$ cat config.mk
export PLATFORM = sky130hd
export DESIGN_NAME = mux_rr
export DESIGN_NICKNAME = d
export VERILOG_FILES = /design/src/rtl/mux_rr.sv
export SDC_FILE = /design/constraint.sdc
export NUM_CORES = 1
export LEC_CHECK = 0
export BUFFER_PORTS_ARGS = -buffer_cell sky130_fd_sc_hd__buf_2
export CAP_MARGIN = 10
export CORE_ASPECT_RATIO = 1.2
export CORE_UTILIZATION = 36
export DETAILED_ROUTE_END_ITERATION = 8
export GPL_TIMING_DRIVEN = 1
export PLACE_DENSITY = 0.63
export SLEW_MARGIN = 25
export SYNTH_ARGS = -nofsm -noshare
export SYNTH_HDL_FRONTEND = slang
export SYNTH_SLANG_ARGS = --single-unit
export TNS_END_PERCENT = 1
$ cat constraint.sdc
create_clock -name clk -period 9.7 [get_ports clk]
set_input_delay 0.97 -clock clk [delete_from_list [all_inputs] [get_ports clk]]
set_output_delay 0.97 -clock clk [all_outputs]
set_load 0.03 [all_outputs]
$ cat src/rtl/mux_rr.sv
// N-channel round-robin multiplexer: valid/ready inputs merged onto one registered output.
// Define MUX_RR_PKT_EN to add in_last/out_last and hold the grant for a whole packet.
module mux_rr #(
  parameter int WIDTH    = 8,
  parameter int CHANNELS = 4,
  localparam int SEL_W   = $clog2(CHANNELS)
) (
  input  logic                      clk,
  input  logic                      rst_n,
  input  logic [CHANNELS*WIDTH-1:0] in_data,
  input  logic [CHANNELS-1:0]       in_valid,
  output logic [CHANNELS-1:0]       in_ready,
`ifdef MUX_RR_PKT_EN
  input  logic [CHANNELS-1:0]       in_last,
  output logic                      out_last,
`endif
  output logic [WIDTH-1:0]          out_data,
  output logic                      out_valid,
  input  logic                      out_ready,
  output logic [SEL_W-1:0]          out_sel
);

  // Handshake: a beat moves on any port when valid and ready are both high at a
  // rising clk edge. in_ready is combinational and never depends on in_ready.
  logic [SEL_W-1:0]    ptr;
  logic [SEL_W-1:0]    gsel;
  logic [SEL_W-1:0]    idx;
  logic [CHANNELS-1:0] grant;
  logic                found;
  logic                load;

`ifdef MUX_RR_PKT_EN
  logic                locked;
  logic [SEL_W-1:0]    lock_ch;
`endif

  assign load     = ~out_valid | out_ready;
  assign in_ready = grant & {CHANNELS{load}};

  // Search starts one past the last granted channel and wraps at CHANNELS.
  always_comb begin
    grant = '0;
    gsel  = '0;
    found = 1'b0;
    idx   = '0;
    for (int k = 1; k <= CHANNELS; k++) begin
      idx = SEL_W'((int'(ptr) + k) % CHANNELS);
      if (!found && in_valid[idx]) begin
        grant[idx] = 1'b1;
        gsel       = idx;
        found      = 1'b1;
      end
    end
`ifdef MUX_RR_PKT_EN
    if (locked) begin
      grant          = '0;
      gsel           = lock_ch;
      found          = in_valid[lock_ch];
      grant[lock_ch] = in_valid[lock_ch];
    end
`endif
  end

  always_ff @(posedge clk or negedge rst_n) begin
    if (!rst_n) begin
      out_valid <= 1'b0;
      out_data  <= '0;
      out_sel   <= '0;
      ptr       <= SEL_W'(CHANNELS - 1);
`ifdef MUX_RR_PKT_EN
      out_last  <= 1'b0;
      locked    <= 1'b0;
      lock_ch   <= '0;
`endif
    end else if (load) begin
      if (found) begin
        out_data  <= in_data[int'(gsel)*WIDTH +: WIDTH];
        out_sel   <= gsel;
        out_valid <= 1'b1;
`ifdef MUX_RR_PKT_EN
        out_last  <= in_last[gsel];
        // Priority only advances once the packet is complete.
        if (in_last[gsel]) begin
          locked <= 1'b0;
          ptr    <= gsel;
        end else begin
          locked  <= 1'b1;
          lock_ch <= gsel;
        end
`else
        ptr       <= gsel;
`endif
      end else begin
        out_valid <= 1'b0;
      end
    end
  end

endmodule
==> flow_summary.yaml, run 1 <==
critical_path:
  timing.critical_path.max_delay_family: "flip-flops"
  worstPathRequired_ns: 8.73
  timing.critical_path.buf_inv: 2
  cp_slowest_cell: "sky130_fd_sc_hd__dfstp_2"
  crit_chain: "inv_1 > ha_1 > mux4_2 > nor3_2 > and2_1 > a221oi_1 > nor2_1 > buf_2"
  slowest_delay_ns: 0.73
  critPathKind: "flop to primary output"
  worstSetupEndpointType: "primary output"
  timing.critical_path.fanout_max: 14
  critical_path_arrival_ns: 3.32
  startpoint_type: "flop"
timing:
  setup_tns_ns: 0
  post-route-worst-setup-slack_ns: 5.41
  max-slew-margin-rel: 0.463
  report.final.slew_viol_count: 0
  grt_setup_unrepaired: "false"
  fin_worst_skew_ns: 0.00249
  number_of_failing_setup_endpoints_in_the_final_timing_report: 0
  final.hold.worst_slack_ns: 0.480
  finalWorstPathRequiredPeriod_ns: 4.29
  max_slew.worst_pin.slew_ns: 0.803
  clock.fmax_ghz: 0.233
  final.period_utilization: 0.443
  hold_viol: 0
grt:
  first_global_vias: 1161
  antenna_found_initial: 0
  first_pass_grt_wire_length_um: 5220
  grt-ovfl-total: 0
  grt_use_total: 0.174
  grt_max_degree: 21
power_and_ir_drop:
  combPwrFrac: 0.750
  power.sequential.fraction: 0.179
  net-switching-power_mw: 0.353
  p_total_mw: 0.649
  internal_power_mw: 0.296
  p_leak_nw: 0.698
  vdd_ir_drop_max_mv: 0.234
  sw_frac_of_total: 0.544
  powerDensity_mw_per_mm2: 417
  power.clock.fraction: 0.071
synth:
  seq_area_frac_synth: 0.259
  synth_simple_gate_area_share: 0.115
  synthesis.area_per_instance_sq_um: 9.39
  synth_cell_types: 40
  synth.mux.area_fraction: 0.0800
  ys_ff_latch: 13
  synth_compound_area_frac: 0.396
  synthXorXnorAreaFrac: 0
  net_count_synth: 182
  synth_adder_area_share: 0.0790
  syn-cell-area_sq_mm: 0.00127
  syn-instance-count: 135
  combinational_family_with_the_most_area_after_synthesis: "compound AO/OA/AOI/OAI gates"
  yosys_warnings: 0
placed_design:
  dpl_worst_slack_ns: 5.65
  port_buffers: 53
  dpl.hpwl_um: 2450
  dp_cells: 214
  weighted_congestion_reported_at_the_end_of_routability_driven_placement: 0.895
  dpl_cell_area_sq_mm: 0.00151
layout:
  post-route-util: 0.466
  final_cells: 218
  design.final.nets: 229
  fin_area_sq_mm: 0.00156
  area_delta_synth_final_pct: 22.7
  fillCellCount: 345
  antenna_cells: 0
  fraction_of_final_layout_cells_with_drive_strength_greater_than_1: 0.376
cts:
  ctsResizeCount: 0
  max-clock-path-buffers: 2
  hold_buffers: 0
  post-cts-setup-buffer-count: 0
  clock_tree.root_cell: "sky130_fd_sc_hd__clkbuf_8"
  cts_htree_levels: 1
  tritoncts: "done"
  numClockSinks: 13
  worst_skew_pair.late_latency_ns: 0.24
  path_clk_slew_ns: 0.05
  cts_buffers: 3
die:
  core_area_sq_mm: 0.00334
  die_h_um: 67
  total_die_area_sq_mm: 0.00376
  die_width_um: 56.2
  placement_rows: 23
  boundaryPins: 54
  initial_utilization: 0.380
routing:
  drt_pass1_iterations: 4
  via_count: 1265
  drt-vias-per-instance: 5.80
  first_iter_violations: 52
  antenna_nets_post_route: 0
  post-route-drc-count: 0
  wire_per_inst_um: 14.6
  totalWireLength_um: 3180
status:
  status: "complete, no violations"
flow_run:
  max_cap_viol_count: 0
min_path:
  worstHoldPathType: "flop to flop"
-- power groups by stage --
stage / clock, mW / combinational (mW) / sequential (mW)
floorplan: 0 / 0.372 / 0.146
global placement: 0 / 0.470 / 0.114
detailed placement: 0 / 0.490 / 0.116
CTS: 0.0479 / 0.490 / 0.116
global route: 0.0499 / 0.538 / 0.120
finish: 0.0463 / 0.487 / 0.116
-- final cells by class --
| type | count | area [sq um] | share of cell area |
|---|---|---|---|
| repair buffers | 53 | 265 | 0.171 |
| clock buffers | 4 | 45.0 | 0.0290 |
| well taps | 37 | 46.3 | 0.0298 |
| flip-flops and latches | 13 | 328 | 0.211 |
| multi-input cells | 108 | 860 | 0.553 |
| inverters | 3 | 11.3 | 0.00724 |
-- synthesized netlist by cell type --
cell type | number | share of area
sky130_fd_sc_hd__o31a_1 | 1 | 0.0069
sky130_fd_sc_hd__nor2_1 | 11 | 0.033
sky130_fd_sc_hd__nor3_1 | 2 | 0.0079
sky130_fd_sc_hd__nor2_2 | 1 | 0.0049
sky130_fd_sc_hd__dfstp_2 | 2 | 0.041
sky130_fd_sc_hd__a221oi_1 | 4 | 0.028
sky130_fd_sc_hd__o21ai_0 | 1 | 0.0039
sky130_fd_sc_hd__nand2_1 | 9 | 0.027
sky130_fd_sc_hd__mux4_2 | 4 | 0.071
sky130_fd_sc_hd__o31ai_1 | 7 | 0.041
sky130_fd_sc_hd__mux2_2 | 1 | 0.0089
sky130_fd_sc_hd__a21boi_0 | 2 | 0.012
sky130_fd_sc_hd__a22oi_1 | 4 | 0.024
sky130_fd_sc_hd__buf_2 | 1 | 0.0039
sky130_fd_sc_hd__or2_2 | 1 | 0.0049
sky130_fd_sc_hd__dfrtp_1 | 11 | 0.22
sky130_fd_sc_hd__a211o_1 | 1 | 0.0069
sky130_fd_sc_hd__nor2b_1 | 2 | 0.0099
sky130_fd_sc_hd__nor3_2 | 1 | 0.0079
sky130_fd_sc_hd__o21ai_1 | 1 | 0.0039
sky130_fd_sc_hd__o21a_1 | 17 | 0.10
sky130_fd_sc_hd__a32oi_2 | 1 | 0.013
sky130_fd_sc_hd__and2_1 | 2 | 0.0099
sky130_fd_sc_hd__a21o_1 | 1 | 0.0059
sky130_fd_sc_hd__nor3b_1 | 1 | 0.0059
sky130_fd_sc_hd__clkbuf_1 | 4 | 0.012
sky130_fd_sc_hd__o211a_1 | 1 | 0.0079
sky130_fd_sc_hd__a211oi_1 | 14 | 0.083
sky130_fd_sc_hd__o211ai_1 | 2 | 0.012
sky130_fd_sc_hd__a32o_1 | 1 | 0.0079
sky130_fd_sc_hd__a41oi_1 | 1 | 0.0069
sky130_fd_sc_hd__o2111ai_1 | 1 | 0.0069
sky130_fd_sc_hd__a221o_1 | 2 | 0.016
sky130_fd_sc_hd__buf_4 | 2 | 0.012
sky130_fd_sc_hd__ha_1 | 8 | 0.079
sky130_fd_sc_hd__inv_1 | 3 | 0.0089
sky130_fd_sc_hd__a21oi_1 | 1 | 0.0039
sky130_fd_sc_hd__buf_6 | 4 | 0.036
sky130_fd_sc_hd__o21bai_1 | 1 | 0.0059
sky130_fd_sc_hd__nand3_1 | 1 | 0.0039
-- tightest hold or removal path, cell delays in order (launching register included) --
cell and delay [ns]:
sky130_fd_sc_hd__dfrtp_1 0.34, sky130_fd_sc_hd__nand2_1 0.05, sky130_fd_sc_hd__o31ai_1 0.05
-- cell families after synthesis --
family,after synthesis
AND/OR/NAND/NOR,31
multiplexers,5
adder cells (fa/ha/maj),8
buffers and inverters,14
AO/OA/AOI/OAI,64
flip-flops,13
-- placed cells by master, fill, tap and decap left out, types with 2 or more instances in the layout --
cell type	count
sky130_fd_sc_hd__nand2_1	9
sky130_fd_sc_hd__and2_1	2
sky130_fd_sc_hd__a21boi_0	2
sky130_fd_sc_hd__ha_1	8
sky130_fd_sc_hd__clkbuf_8	3
sky130_fd_sc_hd__nor2_1	11
sky130_fd_sc_hd__a211oi_1	14
sky130_fd_sc_hd__buf_2	53
sky130_fd_sc_hd__o31ai_1	7
sky130_fd_sc_hd__a22oi_1	4
sky130_fd_sc_hd__dfstp_2	2
sky130_fd_sc_hd__o211ai_1	2
sky130_fd_sc_hd__a221o_1	2
sky130_fd_sc_hd__inv_1	3
sky130_fd_sc_hd__a221oi_1	4
sky130_fd_sc_hd__dfrtp_1	11
sky130_fd_sc_hd__mux4_2	4
sky130_fd_sc_hd__o21a_1	17
sky130_fd_sc_hd__nor2b_1	2
-- flip-flops by register name, summed over array words and instances, names as in the netlist --
| name | count |
|---|---|
| ptr | 2 |
| out_valid | 1 |
| out_sel | 2 |
| out_data | 8 |
-- metal layers --
metal  up-vias  track usage  part of all wire
met1       598        0.218              0.44
met2        43        0.317              0.51
met3         4       0.0117             0.038
li1        620            -                 -
met4         0       0.0549             0.011
met5         -            0                 0
-- final timing paths --
check                                             start                 endpoint  slack (ns)  depth (start not counted)
worst max-delay path                 ptr[0]$_DFFE_PN1P_              in_ready[0]        5.41                          8
worst min-delay path            out_data[7]$_DFFE_PN0P_  out_data[7]$_DFFE_PN0P_        0.48                          2
worst max register to register       ptr[0]$_DFFE_PN1P_  out_data[7]$_DFFE_PN0P_        5.90                          8
worst min register to register  out_data[7]$_DFFE_PN0P_  out_data[7]$_DFFE_PN0P_        0.48                          2
max in group asynchronous                         rst_n       ptr[0]$_DFFE_PN1P_        8.82                          1
min in group asynchronous                         rst_n   out_sel[1]$_DFFE_PN0P_        0.60                          1
No activity file was read; power rests on OpenSTA's default activity.
==> run 2, diff against run 1 <==
- ABC_AREA: default -> 1
- PLACE_DENSITY: 0.63 -> 0.61
- clock period: 9.7 -> 4.34 ns (I/O delays scaled with it)
==> flow_summary.yaml, run 2 <==
die:
  boundaryPins: 54
  die_h_um: 72.1
  placement_rows: 25
  total_die_area_sq_mm: 0.00435
  die_width_um: 60.4
  initial_utilization: 0.374
  core_area_sq_mm: 0.00394
synth:
  synth_cell_types: 27
  synth_enable_flop_cells: 0
  synthDominantCellAreaShare: 0.187
  yosys_warnings: 0
  yosysTopAreaCell: "sky130_fd_sc_hd__dfrtp_1"
  syn-instance-count: 231
  seq_area_frac_synth: 0.223
  ys_ff_latch: 13
  synth.top_cells.by_count: "70 x sky130_fd_sc_hd__nand2_1, 45 x sky130_fd_sc_hd__inv_1, 26 x sky130_fd_sc_hd__nand3_1"
  synthMostInstantiatedCell: "sky130_fd_sc_hd__nand2_1"
  syn-cell-area_sq_mm: 0.00147
  synthesis.area_per_instance_sq_um: 6.38
  asyncSetResetFlopFracSynth: 1.00
  postSynth.topFlopCell: "sky130_fd_sc_hd__dfrtp_1"
  synth.top_cells.by_area: "sky130_fd_sc_hd__dfrtp_1 19%, sky130_fd_sc_hd__nand2_1 18%, sky130_fd_sc_hd__inv_1 11%"
  net_count_synth: 278
timing:
  number_of_failing_setup_endpoints_in_the_final_timing_report: 0
  max-slew-margin-rel: 0.691
  clock.fmax_ghz: 0.325
  max_slew.worst_pin.slew_ns: 0.463
  setup_tns_ns: 0
  fin_worst_skew_ns: 0.00681
  report.final.slew_viol_count: 0
  grt_setup_unrepaired: "false"
  finalWorstPathRequiredPeriod_ns: 3.08
  final.period_utilization: 0.709
  hold_viol: 0
cts:
  max-clock-path-buffers: 2
  ctsResizeCount: 0
  cts_htree_levels: 1
  path_clk_slew_ns: 0.06
  worst_skew_pair.late_latency_ns: 0.24
  cts_buffers: 3
  post-cts-setup-buffer-count: 0
  clock_tree.root_cell: "sky130_fd_sc_hd__clkbuf_8"
  hold_buffers: 0
  numClockSinks: 13
  tritoncts: "done"
layout:
  largest_register: "out_data"
  top_regs: "out_data (8), out_sel (2), ptr (2)"
  design.final.nets: 330
  fillCellCount: 456
  mostFrequentLayoutCell: "sky130_fd_sc_hd__nand2_1"
  commonest_non_fill_non_tap_cells_in_the_layout: "70 x sky130_fd_sc_hd__nand2_1, 53 x sky130_fd_sc_hd__buf_2, 45 x sky130_fd_sc_hd__inv_1"
  multi_input_comb_area_sq_um: 926
  largest_register_ffs: 8
  sequential_cell_area_sq_um: 328
  antenna_cells: 0
  area_delta_synth_final_pct: 22.9
  fraction_of_final_layout_cells_with_drive_strength_greater_than_1: 0.301
grt:
  grt-ovfl-total: 0
  grt_max_degree: 23
  antenna_found_initial: 0
  first_global_vias: 1440
  first_pass_grt_wire_length_um: 6110
  grt_use_total: 0.177
routing:
  antenna_nets_post_route: 0
  wire_per_inst_um: 10.6
  totalWireLength_um: 3560
  via_count: 1548
  first_iter_violations: 57
  drt_pass1_iterations: 4
  post-route-drc-count: 0
  drt-vias-per-instance: 4.61
critical_path:
  worstSetupEndpointType: "primary output"
  critPathKind: "flop to primary output"
  timing.critical_path.fanout_max: 11
  startpoint_type: "flop"
  worstPathRequired_ns: 3.91
  critical_path_arrival_ns: 2.64
placed_design:
  weighted_congestion_reported_at_the_end_of_routability_driven_placement: 0.859
  port_buffers: 53
  dpl.hpwl_um: 2900
status:
  status: "complete, no violations"
flow_run:
  max_cap_viol_count: 0
min_path:
  worstHoldPathType: "input port to asynchronous set/reset pin"
==> run 2: worst max-delay path, cell delays in order (launching register included) <==
cell and delay (ns):
sky130_fd_sc_hd__dfstp_2 0.65, sky130_fd_sc_hd__inv_2 0.16, sky130_fd_sc_hd__ha_1 0.41, sky130_fd_sc_hd__inv_1 0.12, sky130_fd_sc_hd__nand2_4 0.09, sky130_fd_sc_hd__nand2_4 0.08, sky130_fd_sc_hd__nor2_8 0.19, sky130_fd_sc_hd__nand4_1 0.18
sky130_fd_sc_hd__o21ai_0 0.20, sky130_fd_sc_hd__nand2_1 0.07, sky130_fd_sc_hd__inv_1 0.05, sky130_fd_sc_hd__buf_2 0.18
==> run 2: cell families (layout without fill, tap and decap cells) <==
family / count (synthesis) / count (layout) / synth area share
buffers and inverters: 53 / 104 / 0.149
and+or+nand+nor: 137 / 137 / 0.483
AOI/OAI and AO/OA: 20 / 20 / 0.0782
DFF: 13 / 13 / 0.223
adders and majority gates: 8 / 8 / 0.0680
==> run 2: layout make-up <==
type	count	share of cell area
clock buffers	3	0.0228
flip-flops and latches	13	0.181
clock inverters	1	0.00277
repair buffers	53	0.147
inverters	47	0.0975
multi-input cells	165	0.512
well taps	54	0.0373
==> run 2: stage by stage <==
stage	worst slack, ns	hold WS (ns)	utilization	instance area (sq um)	cells
CTS	1.26	0.0732	0.459	1810	336
floorplan	1.81	0.138	-	1470	231
global placement	1.52	0.331	0.447	1760	332
detailed placement	1.43	0.329	0.447	1760	332
finish	1.26	0.0631	0.459	1810	336
global route	1.02	0.0860	0.459	1810	336
==> run 2: final timing paths <==
kind | slack, ns | endpoint | depth (start not counted) | start
max in group asynchronous | 4.01 | ptr[1]$_DFFE_PN1P_ | 1 | rst_n
max reg2reg | 1.42 | out_data[4]$_DFFE_PN0P_ | 11 | ptr[0]$_DFFE_PN1P_
min reg2reg | 0.48 | out_sel[1]$_DFFE_PN0P_ | 2 | out_sel[1]$_DFFE_PN0P_
max | 1.26 | in_ready[3] | 11 | ptr[0]$_DFFE_PN1P_
min | 0.06 | out_sel[0]$_DFFE_PN0P_ | 1 | rst_n
min in group clk | 0.48 | out_sel[1]$_DFFE_PN0P_ | 2 | out_sel[1]$_DFFE_PN0P_
==> run 2: metal layers <==
layer / GRT usage / wire [um] / vias up
met4: 0.0129 / 0 / 0
met3: 0.0160 / 137 / 0
li1: - / - / 827
met2: 0.320 / 1870 / 45
met1: 0.232 / 1550 / 676
met5: 0 / 0 / -
Power of run 2 is left out: the tool's default activity adds up to more than one toggle a clock period on the data nets, which glitch-free logic cannot reach.
==> run 3, diff against run 2 <==
- clock period: 4.34 -> 2.9 ns (I/O delays scaled with it)
==> flow_summary.yaml, run 3 (synthesized netlist as in run 2, its figures left out) <==
routing:
  drt-vias-per-instance: 4.57
  via_count: 1568
  totalWireLength_um: 3580
  wire_per_inst_um: 10.4
  drt_pass1_iterations: 4
  antenna_nets_post_route: 0
  post-route-drc-count: 0
  first_iter_violations: 76
layout:
  largest_register: "out_data"
  antenna_cells: 0
  largest_register_ffs: 8
  commonest_non_fill_non_tap_cells_in_the_layout: "70 x sky130_fd_sc_hd__nand2_1, 53 x sky130_fd_sc_hd__buf_2, 45 x sky130_fd_sc_hd__inv_1"
  area_delta_synth_final_pct: 26.8
  fraction_of_final_layout_cells_with_drive_strength_greater_than_1: 0.318
  mostFrequentLayoutCell: "sky130_fd_sc_hd__nand2_1"
  design.final.nets: 337
  top_regs: "out_data (8), out_sel (2), ptr (2)"
critical_path:
  worst-r2r-cell-count: 13
  critical_path_arrival_ns: 2.40
  worstPathRequired_ns: 2.61
  reg2reg_setup_slack_ns: 0.47
  startpoint_type: "flop"
  critPathKind: "flop to primary output"
  worstSetupEndpointType: "primary output"
  crit-reg2reg-capture: "out_data[6]$_DFFE_PN0P_"
  timing.critical_path.fanout_max: 9
  r2r-start: "ptr[1]$_DFFE_PN1P_"
die:
  initial_utilization: 0.374
  die_h_um: 72.1
  placement_rows: 25
  total_die_area_sq_mm: 0.00435
  boundaryPins: 54
  die_width_um: 60.4
  core_area_sq_mm: 0.00394
timing:
  final.hold.worst_slack_ns: 0.371
  max_slew.worst_pin.slew_ns: 0.321
  max-slew-margin-rel: 0.786
  number_of_failing_setup_endpoints_in_the_final_timing_report: 0
  report.final.slew_viol_count: 0
  fin_worst_skew_ns: 0.00164
  finalWorstPathRequiredPeriod_ns: 2.69
  post-route-worst-setup-slack_ns: 0.207
  hold_viol: 0
  clock.fmax_ghz: 0.371
  grt_setup_unrepaired: "true"
  final.period_utilization: 0.929
grt:
  first_global_vias: 1559
  first_pass_grt_wire_length_um: 6560
  grt_max_degree: 23
  grt_use_total: 0.189
  grt-ovfl-total: 0
  antenna_found_initial: 0
cts:
  cts_htree_levels: 1
  numClockSinks: 13
  worst_skew_pair.late_latency_ns: 0.23
  cts_buffers: 3
  post-cts-setup-buffer-count: 0
  max-clock-path-buffers: 2
  path_clk_slew_ns: 0.05
  tritoncts: "done"
  clock_tree.root_cell: "sky130_fd_sc_hd__clkbuf_8"
flow_run:
  max_cap_viol_count: 0
placed_design:
  weighted_congestion_reported_at_the_end_of_routability_driven_placement: 0.865
  dpl.hpwl_um: 2880
  dpl_worst_slack_ns: 0.431
  port_buffers: 53
min_path:
  worst_hold_path.endpoint: "out_data[1]$_DFFE_PN0P_"
  worstHoldPathType: "input port to flop"
  hold_start: "in_data[9]"
  hold-path-cell-count: 4
status:
  status: "complete, no violations"
==> run 3: cell types whose count changed in the layout (fill, tap and decap cells not counted), sizes merged <==
cell / delta
buf: +6
dlygate4sd3: +1
clkbuf: +1
clkinv: -1
==> run 3: how the worst max path moves through the flow <==
stage,from,endpoint,slack [ns],depth (start not counted)
2_1_floorplan,ptr[0]$_DFFE_PN1P_,in_ready[0],0.51,10
3_3_place_gp,ptr[1]$_DFFE_PN1P_,in_ready[3],0.47,13
3_5_place_dp,ptr[1]$_DFFE_PN1P_,in_ready[3],0.43,13
4_1_cts,ptr[1]$_DFFE_PN1P_,in_ready[3],0.17,13
5_1_grt,ptr[1]$_DFFE_PN1P_,in_ready[1],-0.01,11
6_report,ptr[1]$_DFFE_PN1P_,in_ready[3],0.21,11
==> run 3: critical path: stages, from the launching register on <==
cell,delay [ns]
sky130_fd_sc_hd__dfstp_2,0.60
sky130_fd_sc_hd__inv_1,0.08
sky130_fd_sc_hd__ha_2,0.39
sky130_fd_sc_hd__inv_1,0.11
sky130_fd_sc_hd__nand2_4,0.09
sky130_fd_sc_hd__nand2_4,0.08
sky130_fd_sc_hd__nor2_8,0.18
sky130_fd_sc_hd__nand4_1,0.15
sky130_fd_sc_hd__o21ai_0,0.18
sky130_fd_sc_hd__nand2_1,0.07
sky130_fd_sc_hd__inv_1,0.05
sky130_fd_sc_hd__buf_2,0.18
==> run 3: repair_timing <==
| action | 4_1_cts | 5_1_grt |
|---|---|---|
| hold buffers | 1 | 0 |
| resized for setup | 0 | 2 |
| setup endpoints to repair | 0 | 4 |
| endpoints found under the hold margin | 11 | 0 |
==> run 3: through the flow <==
step	instances	instance area, sq um	TNS [ns]	util
final	343	1870	0	0.474
after global routing	343	1870	-0.0166	0.474
after CTS	343	1860	0	0.473
after detailed placement	338	1810	0	0.459
after global placement	338	1810	0	0.459
after floorplan	231	1470	0	-
==> run 3: metal layers <==
| layer | up-vias | share of wire | track usage |
|---|---|---|---|
| li1 | 838 | - | - |
| met1 | 681 | 0.45 | 0.246 |
| met2 | 45 | 0.50 | 0.335 |
| met3 | 4 | 0.046 | 0.0214 |
| met4 | 0 | 0.0078 | 0.0284 |
| met5 | - | 0 | 0 |
==> run 3: final cells by class <==
type                    count  area (sq um)
multi-input cells         165           931
fillers                   457          2070
well taps                  54          67.6
flip-flops and latches     13           328
repair buffers             60           320
inverters                  47           176
clock buffers               4          45.0
Power of run 3 is left out for the same reason.
